==> config.mk <==
export PLATFORM = sky130hd
export DESIGN_NAME = alu_operand_stage
export DESIGN_NICKNAME = d
export VERILOG_FILES = /design/src/rtl/alu_operand_stage_pkg.sv /design/src/rtl/alu_operand_stage_fwd_mux.sv /design/src/rtl/alu_operand_stage.sv
export SDC_FILE = /design/constraint.sdc
export NUM_CORES = 1
export LEC_CHECK = 0
export CAP_MARGIN = 25
export CORE_MARGIN = 5
export CORE_UTILIZATION = 25
export CTS_CLUSTER_SIZE = 10
export DETAILED_ROUTE_END_ITERATION = 7
export GPL_TIMING_DRIVEN = 0
export PLACE_DENSITY = 0.64
export SYNTH_ARGS = -nofsm -noshare
export SYNTH_HDL_FRONTEND = slang
export SYNTH_SLANG_ARGS = --single-unit
==> constraint.sdc <==
create_clock -name clk -period 2.95 [get_ports clk]
set_input_delay 0.59 -clock clk [delete_from_list [all_inputs] [get_ports clk]]
set_output_delay 0.59 -clock clk [all_outputs]
set_load 0.01 [all_outputs]
==> src/rtl/alu_operand_stage_pkg.sv <==
// Shared definitions for the ID/EX operand stage and the ALU it feeds:
// default widths, ALUSel opcode encodings and the hard-zero register index.
package alu_operand_stage_pkg;

    localparam int unsigned DEFAULT_DATA_W = 32;
    localparam int unsigned DEFAULT_REG_AW = 5;
    localparam int unsigned DEFAULT_SEL_W  = 4;

    // Register x0 always reads as zero and is never a forwarding target.
    localparam int unsigned REG_ZERO = 0;

    // ALUSel encodings, shared with the ALU decoder.
    typedef enum logic [DEFAULT_SEL_W-1:0] {
        ALU_AND = 4'b0000,
        ALU_OR  = 4'b0001,
        ALU_ADD = 4'b0010,
        ALU_SUB = 4'b0110,
        ALU_SLT = 4'b0111,
        ALU_NOR = 4'b1100
    } alu_sel_e;

endpackage

==> src/rtl/alu_operand_stage_fwd_mux.sv <==
// Operand forwarding mux for one source register.
// Build option OPERAND_FWD_EN: when defined, EX/MEM then MEM/WB results bypass
// the register-file value; when undefined, the register-file value is used
// directly. x0 reads as zero in both builds.
module alu_operand_stage_fwd_mux
    import alu_operand_stage_pkg::*;
#(
    parameter int unsigned DATA_W = DEFAULT_DATA_W,
    parameter int unsigned REG_AW = DEFAULT_REG_AW
) (
    input  logic [REG_AW-1:0] i_idx,
    input  logic [DATA_W-1:0] i_rf,
    input  logic              i_ex_we,
    input  logic [REG_AW-1:0] i_ex_rd,
    input  logic [DATA_W-1:0] i_ex_res,
    input  logic              i_wb_we,
    input  logic [REG_AW-1:0] i_wb_rd,
    input  logic [DATA_W-1:0] i_wb_data,
    output logic [DATA_W-1:0] o_val
);

`ifndef OPERAND_FWD_EN
    // Writeback ports are intentionally ignored in the non-forwarding build.
    logic w_unused_fwd;
    assign w_unused_fwd = ^{i_ex_we, i_ex_rd, i_ex_res, i_wb_we, i_wb_rd, i_wb_data};
`endif

    // Select the operand value: zero register, then youngest producer, then regfile.
    always_comb begin
        o_val = i_rf;
        if (i_idx == REG_AW'(REG_ZERO)) begin
            o_val = '0;
        end
`ifdef OPERAND_FWD_EN
        else if (i_ex_we && (i_ex_rd == i_idx)) begin
            o_val = i_ex_res;
        end else if (i_wb_we && (i_wb_rd == i_idx)) begin
            o_val = i_wb_data;
        end
`endif
    end

endmodule

==> src/rtl/alu_operand_stage.sv <==
// ID/EX pipeline stage feeding the ALU: registers operands, ALUSel and
// destination/control, forwards from EX/MEM and MEM/WB, and inserts one bubble
// on a load-use hazard. Build option OPERAND_FWD_EN enables forwarding.
module alu_operand_stage
    import alu_operand_stage_pkg::*;
#(
    parameter int unsigned DATA_W = DEFAULT_DATA_W,
    parameter int unsigned REG_AW = DEFAULT_REG_AW,
    parameter int unsigned SEL_W  = DEFAULT_SEL_W
) (
    input  logic              clk,
    input  logic              reset,
    input  logic              InValid,
    input  logic [DATA_W-1:0] RD1,
    input  logic [DATA_W-1:0] RD2,
    input  logic [DATA_W-1:0] Imm,
    input  logic [REG_AW-1:0] Rs,
    input  logic [REG_AW-1:0] Rt,
    input  logic [REG_AW-1:0] RdIn,
    input  logic              ALUSrc,
    input  logic [SEL_W-1:0]  ALUSelIn,
    input  logic              RegWriteIn,
    input  logic              MemReadIn,
    input  logic              ExMemRegWrite,
    input  logic [REG_AW-1:0] ExMemRd,
    input  logic [DATA_W-1:0] ExMemRes,
    input  logic              MemWbRegWrite,
    input  logic [REG_AW-1:0] MemWbRd,
    input  logic [DATA_W-1:0] MemWbData,
    input  logic              Stall,
    input  logic              Flush,
    output logic [DATA_W-1:0] OP1,
    output logic [DATA_W-1:0] OP2,
    output logic [SEL_W-1:0]  ALUSel,
    output logic [REG_AW-1:0] Rd,
    output logic              RegWrite,
    output logic              MemRead,
    output logic              OutValid,
    output logic              LoadUseStall
);

    logic [DATA_W-1:0] r_op1;
    logic [DATA_W-1:0] r_op2;
    logic [SEL_W-1:0]  r_alusel;
    logic [REG_AW-1:0] r_rd;
    logic              r_regwrite;
    logic              r_memread;
    logic              r_valid;

    logic [DATA_W-1:0] w_fwd_rs;
    logic [DATA_W-1:0] w_fwd_rt;
    logic [DATA_W-1:0] w_op2;
    logic              w_load_use;
    logic              w_bubble;

    alu_operand_stage_fwd_mux #(
        .DATA_W (DATA_W),
        .REG_AW (REG_AW)
    ) u_fwd_rs (
        .i_idx     (Rs),
        .i_rf      (RD1),
        .i_ex_we   (ExMemRegWrite),
        .i_ex_rd   (ExMemRd),
        .i_ex_res  (ExMemRes),
        .i_wb_we   (MemWbRegWrite),
        .i_wb_rd   (MemWbRd),
        .i_wb_data (MemWbData),
        .o_val     (w_fwd_rs)
    );

    alu_operand_stage_fwd_mux #(
        .DATA_W (DATA_W),
        .REG_AW (REG_AW)
    ) u_fwd_rt (
        .i_idx     (Rt),
        .i_rf      (RD2),
        .i_ex_we   (ExMemRegWrite),
        .i_ex_rd   (ExMemRd),
        .i_ex_res  (ExMemRes),
        .i_wb_we   (MemWbRegWrite),
        .i_wb_rd   (MemWbRd),
        .i_wb_data (MemWbData),
        .o_val     (w_fwd_rt)
    );

    // Load in this stage whose destination is a live source of the incoming instruction.
    // Rt only counts when it actually feeds OP2 (ALUSrc=0).
    assign w_load_use = r_valid & r_memread & (r_rd != REG_AW'(REG_ZERO)) & InValid &
                        ((r_rd == Rs) | ((r_rd == Rt) & ~ALUSrc));
    assign w_bubble   = w_load_use | ~InValid;
    assign w_op2      = ALUSrc ? Imm : w_fwd_rt;

    // Stage register: reset/flush clear, stall holds, hazard or no instruction bubbles.
    always_ff @(posedge clk) begin
        if (reset || Flush) begin
            r_op1      <= '0;
            r_op2      <= '0;
            r_alusel   <= '0;
            r_rd       <= '0;
            r_regwrite <= 1'b0;
            r_memread  <= 1'b0;
            r_valid    <= 1'b0;
        end else if (!Stall) begin
            if (w_bubble) begin
                r_op1      <= '0;
                r_op2      <= '0;
                r_alusel   <= '0;
                r_rd       <= '0;
                r_regwrite <= 1'b0;
                r_memread  <= 1'b0;
                r_valid    <= 1'b0;
            end else begin
                r_op1      <= w_fwd_rs;
                r_op2      <= w_op2;
                r_alusel   <= ALUSelIn;
                r_rd       <= RdIn;
                r_regwrite <= RegWriteIn;
                r_memread  <= MemReadIn;
                r_valid    <= 1'b1;
            end
        end
    end

    assign OP1          = r_op1;
    assign OP2          = r_op2;
    assign ALUSel       = r_alusel;
    assign Rd           = r_rd;
    assign RegWrite     = r_regwrite;
    assign MemRead      = r_memread;
    assign OutValid     = r_valid;
    assign LoadUseStall = w_load_use;

endmodule

Yosys cells after proc, flatten, opt, wreduce, memory -nomap -nowiden:

Index checks and enable logic that the tools add are counted.
Widths: inputs -> output; s select.

* add/subtract/negate cells: 0
* bitwise gates (word level): 9
* muxes and demuxes: 10
* equal/unequal tests: 2
* reductions and logical operators: 4
* shift-type cells: 0
* order comparisons: 0
* div/mod/pow operators: 0
* multipliers: 0

Operator list (count)
* $mux 32: 5
* $eq 5x5->1: 2
* $logic_not 5->1: 2
* $and 1x1->1: 5
* $mux 5: 1
* $reduce_bool 5->1: 1
* $mux 4: 1
* $mux 1: 3
* $not 1->1: 2
* $or 1x1->1: 2
* $logic_or 1x1->1: 1

* output and inout port bits: 77
* word-level logic and storage cells: 32
* register bits: 76
* input bits: 199
* memories kept: 0
* latch bits: 0
* bits in read-only memories: 0
* memory bits (writable): 0

Logic depth before layout (Yosys ltp):

Gate-level depths: netlist of run 1.

* depth in word-level cells: 6
* depth in mapped cells: 6
* gate-level depth less buffers: 4

By module:

Synthesis of run 1 repeated with hierarchy kept, for this count alone.

* cells, all modules: 480
* area, all modules: 4226.6 um2

Modules (own cells, without submodules)
* alu_operand_stage: area an instance 3583.4 um2, sequential area each 1521.5 um2, instances 1, cells an instance 400
* alu_operand_stage_fwd_mux: area an instance 321.6 um2, sequential area each 0.0 um2, instances 2, cells an instance 40

Least setup slack after synthesis of run 1:

No wires, ideal clock.

* path kind: input to output
* start point: input port Rt[1]
* end point: output port LoadUseStall
* slack: 0.744 ns
* buffers on the path: 1
* arrival time: 1.616 ns
* data required time: 2.360 ns
* cell stages on the path: 5
* cell sequence: xnor2_1 > nand4_1 > o32ai_2 > buf_2 > nor2b_1

* word-level cells in the longest chain between the ends: 4

Ends and longest elaborated chain
* start: declaration: RTL line alu_operand_stage.sv:18 `input logic [REG_AW-1:0] Rt,`
* $eq 5x5->1: RTL line alu_operand_stage.sv:89 `((r_rd == Rs) | ((r_rd == Rt) & ~ALUSrc));`
* $and 1x1->1: RTL line alu_operand_stage.sv:89
* $or 1x1->1: RTL line alu_operand_stage.sv:89
* $and 1x1->1: RTL line alu_operand_stage.sv:88 `assign w_load_use = r_valid & r_memread & (r_rd != REG_AW'(REG_ZERO)) & InValid &`
* end: declaration: RTL line alu_operand_stage.sv:39 `output logic LoadUseStall`

No other way between the ends.

Worst setup path in the final report of run 1:

* start point: input port Rt[0]
* end point: output port LoadUseStall

The elaborated chain is that of the path after synthesis.

==> results.md, run 1 <==
- Critical path origin: Rt[0]
- Synth Cell Area: 3890 µm²
- Cell taking the most area after synthesis: dfxtp_1
- Vias: 4476
- Reg2Reg Capture Point: OP1[19]
- Final Hold Vio Count: 0
- RSZ-0062 raised after global routing: false
- Cell family with most CP delay: buffers and inverters
- Worst-Margin Slew: 689 ps
- Die height: 135 µm
- Final HPWL DP: 12500 µm
- Hold EP: OP1[26]
- Core area: 15300 µm²
- Slew HR: 54.1%
- Synth Warn #: 0
- ANT cells: 0
- Post-synthesis sequential area ratio: 39.1%
- Yosys top cell area share: 39.1%
- Largest stage delay, worst path: 510 ps
- Critical path startpoint category: primary input
- Required time worst endpoint: 2360 ps
- CTS tree: done
- Pwr/cell area: 429 nW/µm²
- Met1 Usage GRT: 20.6%
- Met3 Use GR: 4.84%
- Maxcap violations: 0
- Chip width: 135 µm
- Tcrit/Tclk final: 96.0%
- Worst Path Max Fanout: 2
- Worst path cell trace: clkdlybuf4s50_1, xnor2_1, nand4_1, o32ai_4, buf_6, nor2b_1, clkbuf_2
- Setup violators final: 0
- PortBufs: 198
- Mapped Cells: 442
- Reg2Reg Depth: 7
- Library cells used by synthesis: 29
- CP max stage cell: clkdlybuf4s50_1
- Total negative slack: 0 ps
- Max Clock Freq: 353 MHz
- Mapped Nets: 641
- Via density per instance: 5.14
- Leakage: 2.15 nW
- Drt first-iter violations: 315
- Root Buffer: clkbuf_16
- Drt drc: 0
- IO Pins: 276
- Number of global-route vias before repair: 4742
- Max-slew violations: 0
- Met2 Use GR: 29.8%
- Setup Skew: 7.44 ps
- Nets@finish: 853
- DRT Pass-1 Iters: 4
- Gpl congestion: 0.782
- GR peak layer: met2
- Worst path depth: 7
- Worst hold-check path type: register to register
- Min Tclk post-route: 2830 ps
- Detail Route Antenna Nets: 0
- Total CTS buffers: 9
- Worst r2r src: Rd[4]
- Initial Utilization: 25.5%
- Share of post-route cells with drive strength above 1: 11.4%
- Clock slew at reported path FFs: 60 ps
- Crit path buf inv count: 3
- Placed cells: 851
- Non-filler cells, final: 870
- WL per Instance: 18.5 µm
- CTS Sinks: 76
- Die area: 18200 µm²
- Hold buffer count at cts: 0
- Min-delay src: OP1[26]
- Worst Setup End Kind: primary output
- Area delta synth->final: 67.0%
- Wirelength, routed: 16100 µm
- Bufs on Longest Clock Path: 2
- Reg2Reg Setup Slack: 720 ps
- First-pass GRT wire length: 25100 µm
- Hold Crit Depth: 2
- Critical path type: primary input to primary output
- Arrival @ worst endpoint: 2240 ps
- Peak VDD IR: 0.000264 V
- Synth Register Bits: 76
- Worst skew pair latency: 330 ps
- Remaining global-route overflow: 0
- Syn Area/Cell: 8.81 µm²
- GRT Overall Usage: 17.3%
- Largest net degree at the start of global routing: 14
- Most area-consuming cells after synthesis: dfxtp_1, a32oi_1, mux2_2
- Antenna violations before repair: 0
- Rows: 45
- H-tree depth: 3
- Status: finished, final reports clean
metal layers:
metal  part of all wire (%)  vias up
met5                      0        -
met4                    2.3        0
met3                    7.0       23
met2                     50      167
met1                     41     2176
li1                       -     2110
power by group:
group / total, mW / internal [mW] / switching, mW
clock network: 1.20 / 0.762 / 0.441
registers: 1.10 / 1.07 / 0.0273
logic: 0.484 / 0.291 / 0.193
total: 2.79 / 2.12 / 0.662
kinds of logic after synthesis:
kind of cell              Yosys count  synth area share (%)
AOI/OAI and AO/OA                 155                  27.9
muxes                              32                  9.26
xor gates and xnor gates           10                  2.25
DFF                                76                  39.1
buffers and inverters              49                  5.98
and+or+nand+nor                   120                  15.6
synthesized netlist by cell type:
cell / n
clkbuf_2: 3
nor4b_2: 1
a41oi_1: 32
nor3_1: 1
a21oi_2: 1
and2_1: 32
buf_1: 2
nand4_1: 1
mux2_2: 32
or4b_1: 1
nor4_1: 1
buf_6: 4
xnor2_1: 9
a32oi_1: 43
xor2_1: 1
nand2_1: 45
or4_1: 1
nor2_1: 2
a22oi_1: 1
o2111ai_2: 1
nor2b_1: 1
dfxtp_1: 76
nor3b_1: 1
nand3_1: 33
buf_2: 12
clkbuf_1: 28
o32ai_2: 1
o21ai_1: 13
o21ai_0: 63
what timing repair did:
action / CTS / global route
cloned: 0 / 0
buffers inserted: 2 / 1
pin swaps: 1 / 1
endpoints found under the setup margin: 1 / 1
resized for setup: 4 / 2
worst max path at each step:
| stage | endpoint | slack [ps] |
|---|---|---|
| 3_3_place_gp | LoadUseStall | -550 |
| 6_report | LoadUseStall | 120 |
| 2_1_floorplan | LoadUseStall | 740 |
| 4_1_cts | LoadUseStall | 20 |
| 3_5_place_dp | LoadUseStall | -650 |
| 5_1_grt | LoadUseStall | 10 |
flip-flops by register name (all words and copies together) (netlist names):
name and cells:
ALUSel 4, MemRead 1, OP1 32, OP2 32, OutValid 1, Rd 5
RegWrite 1
cell usage in the layout, fill, tap and decap left out, drive strengths merged, types with 2 or more instances in the layout:
master         instances
o21ai                 76
nand2                 45
mux2                  32
clkinvlp               3
clkdlybuf4s50        197
nor2                   2
dfxtp                 76
a41oi                 32
xnor2                  9
clkbuf                42
nand3                 33
and2                  32
bufinv                 2
a32oi                 43
buf                   21
tightest hold or removal path: cells and delay by family, from the launching register on:
family             cells  cell delay, ps
DFF                    1             320
AOI/OAI and AO/OA      2             110
per-stage QoR:
step	hold slack, ps	instance area [µm²]	worst slack [ps]	power [mW]	util (%)
floorplan	504	3890	744	1.28	-
global placement	452	6140	-554	1.59	40.2
detailed placement	455	6140	-650	1.60	40.2
CTS	470	6500	18.9	2.82	42.6
global route	501	6500	13.8	2.91	42.6
finish	470	6500	117	2.79	42.6
area by class of cell:
class / count / area, µm²
Sequential cell: 76 / 1520
Buffer: 49 / 239
Fill cell: 1505 / 8760
Clock buffer: 10 / 239
Multi-Input combinational cell: 317 / 2150
Tap cell: 211 / 264
Timing Repair Buffer: 201 / 2000
Clock inverter: 6 / 87.6
Note: power is estimated with default switching activity, not from simulation.
==> run 2: changes to the inputs <==
Settings changed: CORE_MARGIN 5 to 2.
==> run 2 against run 1 <==
  * Clock skew fell by 1.6 ps
  * Cell count fell by 2.6%
  * Global-route usage up 1.0 points
  * Register-to-register slack improved by 130 ps
  * Total power grew 1.2%
  * Combinational power down 0.8%
  * Critical path type unchanged
  * Critical endpoint unchanged
==> results.md, run 2 (synthesized netlist as in run 1, its figures left out) <==
- Min Hold Slack: 470 ps (+0.145 ps)
- Max-slew violations: 0 (unchanged)
- Share of post-route cells with drive strength above 1: 11.4% (unchanged)
- Reg2Reg Setup Slack: 850 ps (+130 ps)
- Final Hold Vio Count: 0 (unchanged)
- Total CTS buffers: 9 (unchanged)
- Via density per instance: 5.21 (+1.4%)
- Arrival @ worst endpoint: 2160 ps (-80 ps)
- PortBufs: 198 (unchanged)
- Fillers: 1475 (-2.0%)
- Min Tclk post-route: 2750 ps (-85.0 ps)
- Maxcap violations: 0 (unchanged)
- CTS Sinks: 76 (unchanged)
- Wirelength, routed: 15500 µm (-3.9%)
- Worst-Margin Slew: 656 ps (-32.5 ps)
- Critical path startpoint category: primary input
- Setup Skew: 5.80 ps (-1.64 ps)
- Tcrit/Tclk final: 93.2% (-2.9 points)
- Rows: 45 (unchanged)
- Commonest cells after routing, fill and taps aside: clkdlybuf4s50_1, dfxtp_1, o21ai_0, nand2_1, a32oi_1
- Chip width: 129 µm (-4.5%)
- Die height: 129 µm (-4.5%)
- Die area: 16600 µm² (-8.7%)
- Remaining global-route overflow: 0 (unchanged)
- Required time worst endpoint: 2360 ps (about the same)
- Hold Crit Depth: 2 (unchanged)
- Drt drc: 0 (unchanged)
- Max Clock Freq: 364 MHz (+3.1%)
- Bufs on Longest Clock Path: 2 (unchanged)
- H-tree depth: 3 (unchanged)
- Min-delay src: OP1[21]
- Most common cell after layout, fill and taps aside: clkdlybuf4s50_1
- Final HPWL DP: 11600 µm (-6.9%)
- Hold buffer count at cts: 0 (unchanged)
- Worst Setup End Kind: primary output
- First-pass GRT wire length: 23600 µm (-6.1%)
- Critical path type: primary input to primary output
- Largest net degree at the start of global routing: 13 (-1)
- Leakage: 2.17 nW (+0.92%)
- Slew HR: 56.2% (+2.1 points)
- Setup WS post-layout: 202 ps (+85.0 ps)
- Worst hold-check path type: register to register
- DRT Pass-1 Iters: 5 (+1)
- Reg2Reg Capture Point: OP1[23]
- Clock slew at reported path FFs: 60 ps (about the same)
- Peak VDD IR: 0.000309 V (+17%)
- Initial Utilization: 25.6% (+0.094 points)
- Root Buffer: clkbuf_16
- CTS tree: done
- DP Worst Slack: -561 ps (+89.4 ps)
- Final Total Pwr: 2.82 mW (+1.2%)
- Worst Path Max Fanout: 3 (+1)
- Area delta synth->final: 66.6%
- Worst r2r src: Rd[4]
- Core area: 15200 µm² (-0.37%)
- Drt first-iter violations: 245 (-22%)
- Pwr/cell area: 435 nW/µm² (+1.5%)
- Antenna violations before repair: 0 (unchanged)
- Detail Route Antenna Nets: 0 (unchanged)
- RSZ-0062 raised after global routing: false
- WL per Instance: 18.3 µm (-1.3%)
- Setup violators final: 0 (unchanged)
- Number of global-route vias before repair: 4474 (-5.7%)
- Status: finished, final reports clean
- Hold EP: OP1[21]
- IO Pins: 276 (unchanged)
- Worst skew pair latency: 340 ps (about the same)
- GRT Overall Usage: 18.3% (+1.0 points)
- Reg2Reg Depth: 6 (-1)
- ANT cells: 0 (unchanged)
- Vias: 4417 (-1.3%)
- Final Util: 42.7% (+0.051 points)
- Nets@finish: 853 (unchanged)
- Gpl congestion: 0.774 (-1.1%)
-- run 2: worst max-delay path, stage by stage --
cell and delay [ps]:
clkdlybuf4s50_1 510, xnor2_1 130, nand4_1 170, o32ai_4 330
buf_6 150, nor2b_1 120, clkbuf_2 160
-- run 2: area by class of cell --
cell class              count  area [µm²]  share of cell area, %
multi-input cells         317        2150                   33.2
repair buffers            201        2000                   30.8
flip-flops and latches     76        1520                   23.5
clock buffers              12         267                   4.11
plain buffers              49         241                   3.72
well taps                 188         235                   3.63
clock inverters             4        70.1                   1.08
-- run 2: timing repair --
item                                    CTS  global route
buffers inserted                          1             2
pin swaps                                 1             2
gates resized for setup                   4             3
endpoints found under the setup margin    1             1
-- run 2: where the power goes --
group | internal (mW) | switching (mW) | leakage, nW
clock | 0.807 | 0.435 | 0.169
sequential | 1.07 | 0.0278 | 0.619
combinational | 0.291 | 0.189 | 1.39
total | 2.17 | 0.651 | 2.17
-- run 2: metal layers --
layer  track usage, %  routed length, µm
met1             22.2               6540
met5                0                  0
met4             6.33                298
met3             4.62                977
met2             31.6               7650
-- run 2: metrics by stage --
step,instance area (µm²),std cells,setup TNS [ps]
2_1_floorplan,3890,442,0
3_3_place_gp,6110,828,-550
3_5_place_dp,6110,828,-611
4_1_cts,6470,845,0
5_1_grt,6480,847,0
6_report,6480,847,0
-- run 2: worst max-delay path by stage --
stage / from / to / slack, ps / cells past startpoint
finish: Rt[0] / LoadUseStall / 200 / 7
global route: Rt[2] / LoadUseStall / 70 / 7
CTS: Rt[0] / LoadUseStall / 2 / 7
detailed placement: Rt[0] / LoadUseStall / -560 / 7
global placement: Rt[1] / LoadUseStall / -550 / 7
floorplan: Rt[1] / LoadUseStall / 740 / 5
==> run 3: changes to the inputs <==
Settings changed: CAP_MARGIN 25 to 10, CORE_MARGIN 2 to default.
==> run 3 against run 2 <==
  * Cell count down 0.12%
  * Non-clock buffer count decreased by 1
  * Wire length is 1.0% higher
  * Fmax decreased by 0.24%
  * Clock power hardly changed
  * Via count rose by 1.3%
  * Total power up 0.47%
  * Sequential share of layout area is essentially flat
  * Worst setup slack lost 6.7 ps
  * Count of clock-buffer cells in the layout unchanged
  * Critical path type unchanged
  * Critical endpoint unchanged
==> results.md, run 3 (synthesized netlist as in run 1, its figures left out) <==
- Status: finished, final reports clean
- CTS tree: done
- Final HPWL DP: 11700 µm (+0.21%)
- Gpl congestion: 0.770 (-0.50%)
- Pwr/cell area: 438 nW/µm² (+0.62%)
- Min Tclk post-route: 2760 ps (+6.67 ps)
- Antenna violations before repair: 1 (+1)
- Nets@finish: 852 (-0.12%)
- DP Worst Slack: -539 ps (+22.2 ps)
- Core area: 15200 µm² (unchanged)
- Root Buffer: clkbuf_16
- Via density per instance: 5.29 (+1.4%)
- Initial Utilization: 25.6% (unchanged)
- Wirelength, routed: 15600 µm (+1.0%)
- Detail Route Antenna Nets: 0 (unchanged)
- Leakage: 2.17 nW (-0.34%)
- Worst hold-check path type: register to register
- CP max stage cell: clkdlybuf4s50_1
- Area delta synth->final: 66.3%
- Arrival @ worst endpoint: 2170 ps (about the same)
- Worst path cell trace: clkdlybuf4s50_1, xnor2_1, nand4_1, o32ai_4, buf_6, nor2b_1, clkbuf_2
- Setup Skew: 11.8 ps (+5.96 ps)
- Setup WS post-layout: 195 ps (-6.67 ps)
- Commonest cells after routing, fill and taps aside: clkdlybuf4s50_1, dfxtp_1, o21ai_0, nand2_1, a32oi_1
- Most common cell after layout, fill and taps aside: clkdlybuf4s50_1
- Peak VDD IR: 0.000232 V (-25%)
- Non-filler cells, final: 846 (-0.12%)
- Rows: 45 (unchanged)
- Critical path startpoint category: primary input
- Bufs on Longest Clock Path: 2 (unchanged)
- IO Pins: 276 (unchanged)
- ANT cells: 0 (unchanged)
- Maxcap violations: 0 (unchanged)
- Critical path type: primary input to primary output
- Setup violators final: 0 (unchanged)
- Slew HR: 56.7% (+0.52 points)
- Worst-Margin Slew: 650 ps (-6.32 ps)
- Worst Setup End Kind: primary output
- DRT Pass-1 Iters: 4 (-1)
- Worst skew pair latency: 350 ps (about the same)
- RSZ-0062 raised after global routing: false
- Placed cells: 828 (unchanged)
- H-tree depth: 3 (unchanged)
- Vias: 4473 (+1.3%)
- Tcrit/Tclk final: 93.4% (+0.23 points)
- WL per Instance: 18.5 µm (+1.1%)
- Total CTS buffers: 9 (unchanged)
- Drt drc: 0 (unchanged)
- Number of global-route vias before repair: 4658 (+4.1%)
- Final Hold Vio Count: 0 (unchanged)
- Share of post-route cells with drive strength above 1: 11.2% (-0.13 points)
- Clock slew at reported path FFs: 60 ps (about the same)
- Remaining global-route overflow: 0 (unchanged)
- PortBufs: 198 (unchanged)
- First-pass GRT wire length: 24500 µm (+3.9%)
- Drt first-iter violations: 227 (-7.3%)
- Max-slew violations: 0 (unchanged)
- Largest stage delay, worst path: 520 ps (about the same)
- Chip width: 127 µm (-1.6%)
- Max Clock Freq: 363 MHz (-0.24%)
- Worst Path Max Fanout: 2 (-1)
- CTS Sinks: 76 (unchanged)
- GRT Overall Usage: 19.6% (+1.3 points)
- Final Total Pwr: 2.83 mW (+0.47%)
- Largest net degree at the start of global routing: 13 (unchanged)
- Die area: 16100 µm² (-3.1%)
- Die height: 127 µm (-1.6%)
- Required time worst endpoint: 2360 ps (about the same)
[run 3: cell types whose count changed in the layout (fill, tap and decap cells not counted)]
cell,before,now
buf_4,3,2
clkbuf_4,1,0
buf_2,10,11
[run 3: layout make-up]
class                   count  area, µm²
flip-flops and latches     76       1520
repair buffers            200       1990
well taps                 188        235
plain buffers              49        239
fillers                  1504       8730
multi-input cells         317       2150
clock buffers              12        267
clock inverters             4       70.1
[run 3: per-layer routing]
metal / part of all wire [%] / routed length [µm] / GRT usage (%) / vias up
li1: - / - / - / 2107
met1: 43 / 6760 / 23.8 / 2167
met2: 49 / 7630 / 34.1 / 175
met3: 5.9 / 929 / 4.81 / 24
met4: 1.9 / 299 / 6.44 / 0
met5: 0 / 0 / 0 / -
[run 3: power breakdown]
group	switching, mW	internal, mW	total [mW]
combinational	0.190	0.290	0.480
sequential	0.0286	1.07	1.10
clock	0.447	0.807	1.25
total	0.665	2.17	2.83
[run 3: path summary, 6_finish.rpt]
check | slack, ps | to | start | cells past startpoint
worst min-delay path | 470 | OP1[28] | OP1[28] | 2
worst min register to register | 470 | OP1[28] | OP1[28] | 2
worst max-delay path | 190 | LoadUseStall | Rt[1] | 7
worst max register to register | 890 | OP1[19] | Rd[4] | 6
[run 3: timing repair]
item                                    4_1_cts  5_1_grt
gates resized for setup                       4        2
pin swaps                                     1        2
endpoints found under the hold margin         0        0
endpoints found under the setup margin        1        1
hold buffers                                  0        0
setup buffers                                 2        0
[run 3: critical path, delay by kind of cell]
family	cells	cell delay, ps
AOI/OAI and AO/OA	1	330
xor gates and xnor gates	1	130
and+or+nand+nor	2	290
buffers and inverters	3	820
[run 3: through the flow]
| stage | area, µm² | util, % | hold slack [ps] | setup TNS (ps) |
|---|---|---|---|---|
| 4_1_cts | 6480 | 42.6 | 471 | 0 |
| 6_report | 6470 | 42.6 | 468 | 0 |
| 5_1_grt | 6470 | 42.6 | 492 | 0 |
| 3_5_place_dp | 6110 | 40.2 | 456 | -539 |
| 3_3_place_gp | 6110 | 40.2 | 451 | -537 |
| 2_1_floorplan | 3890 | - | 504 | 0 |
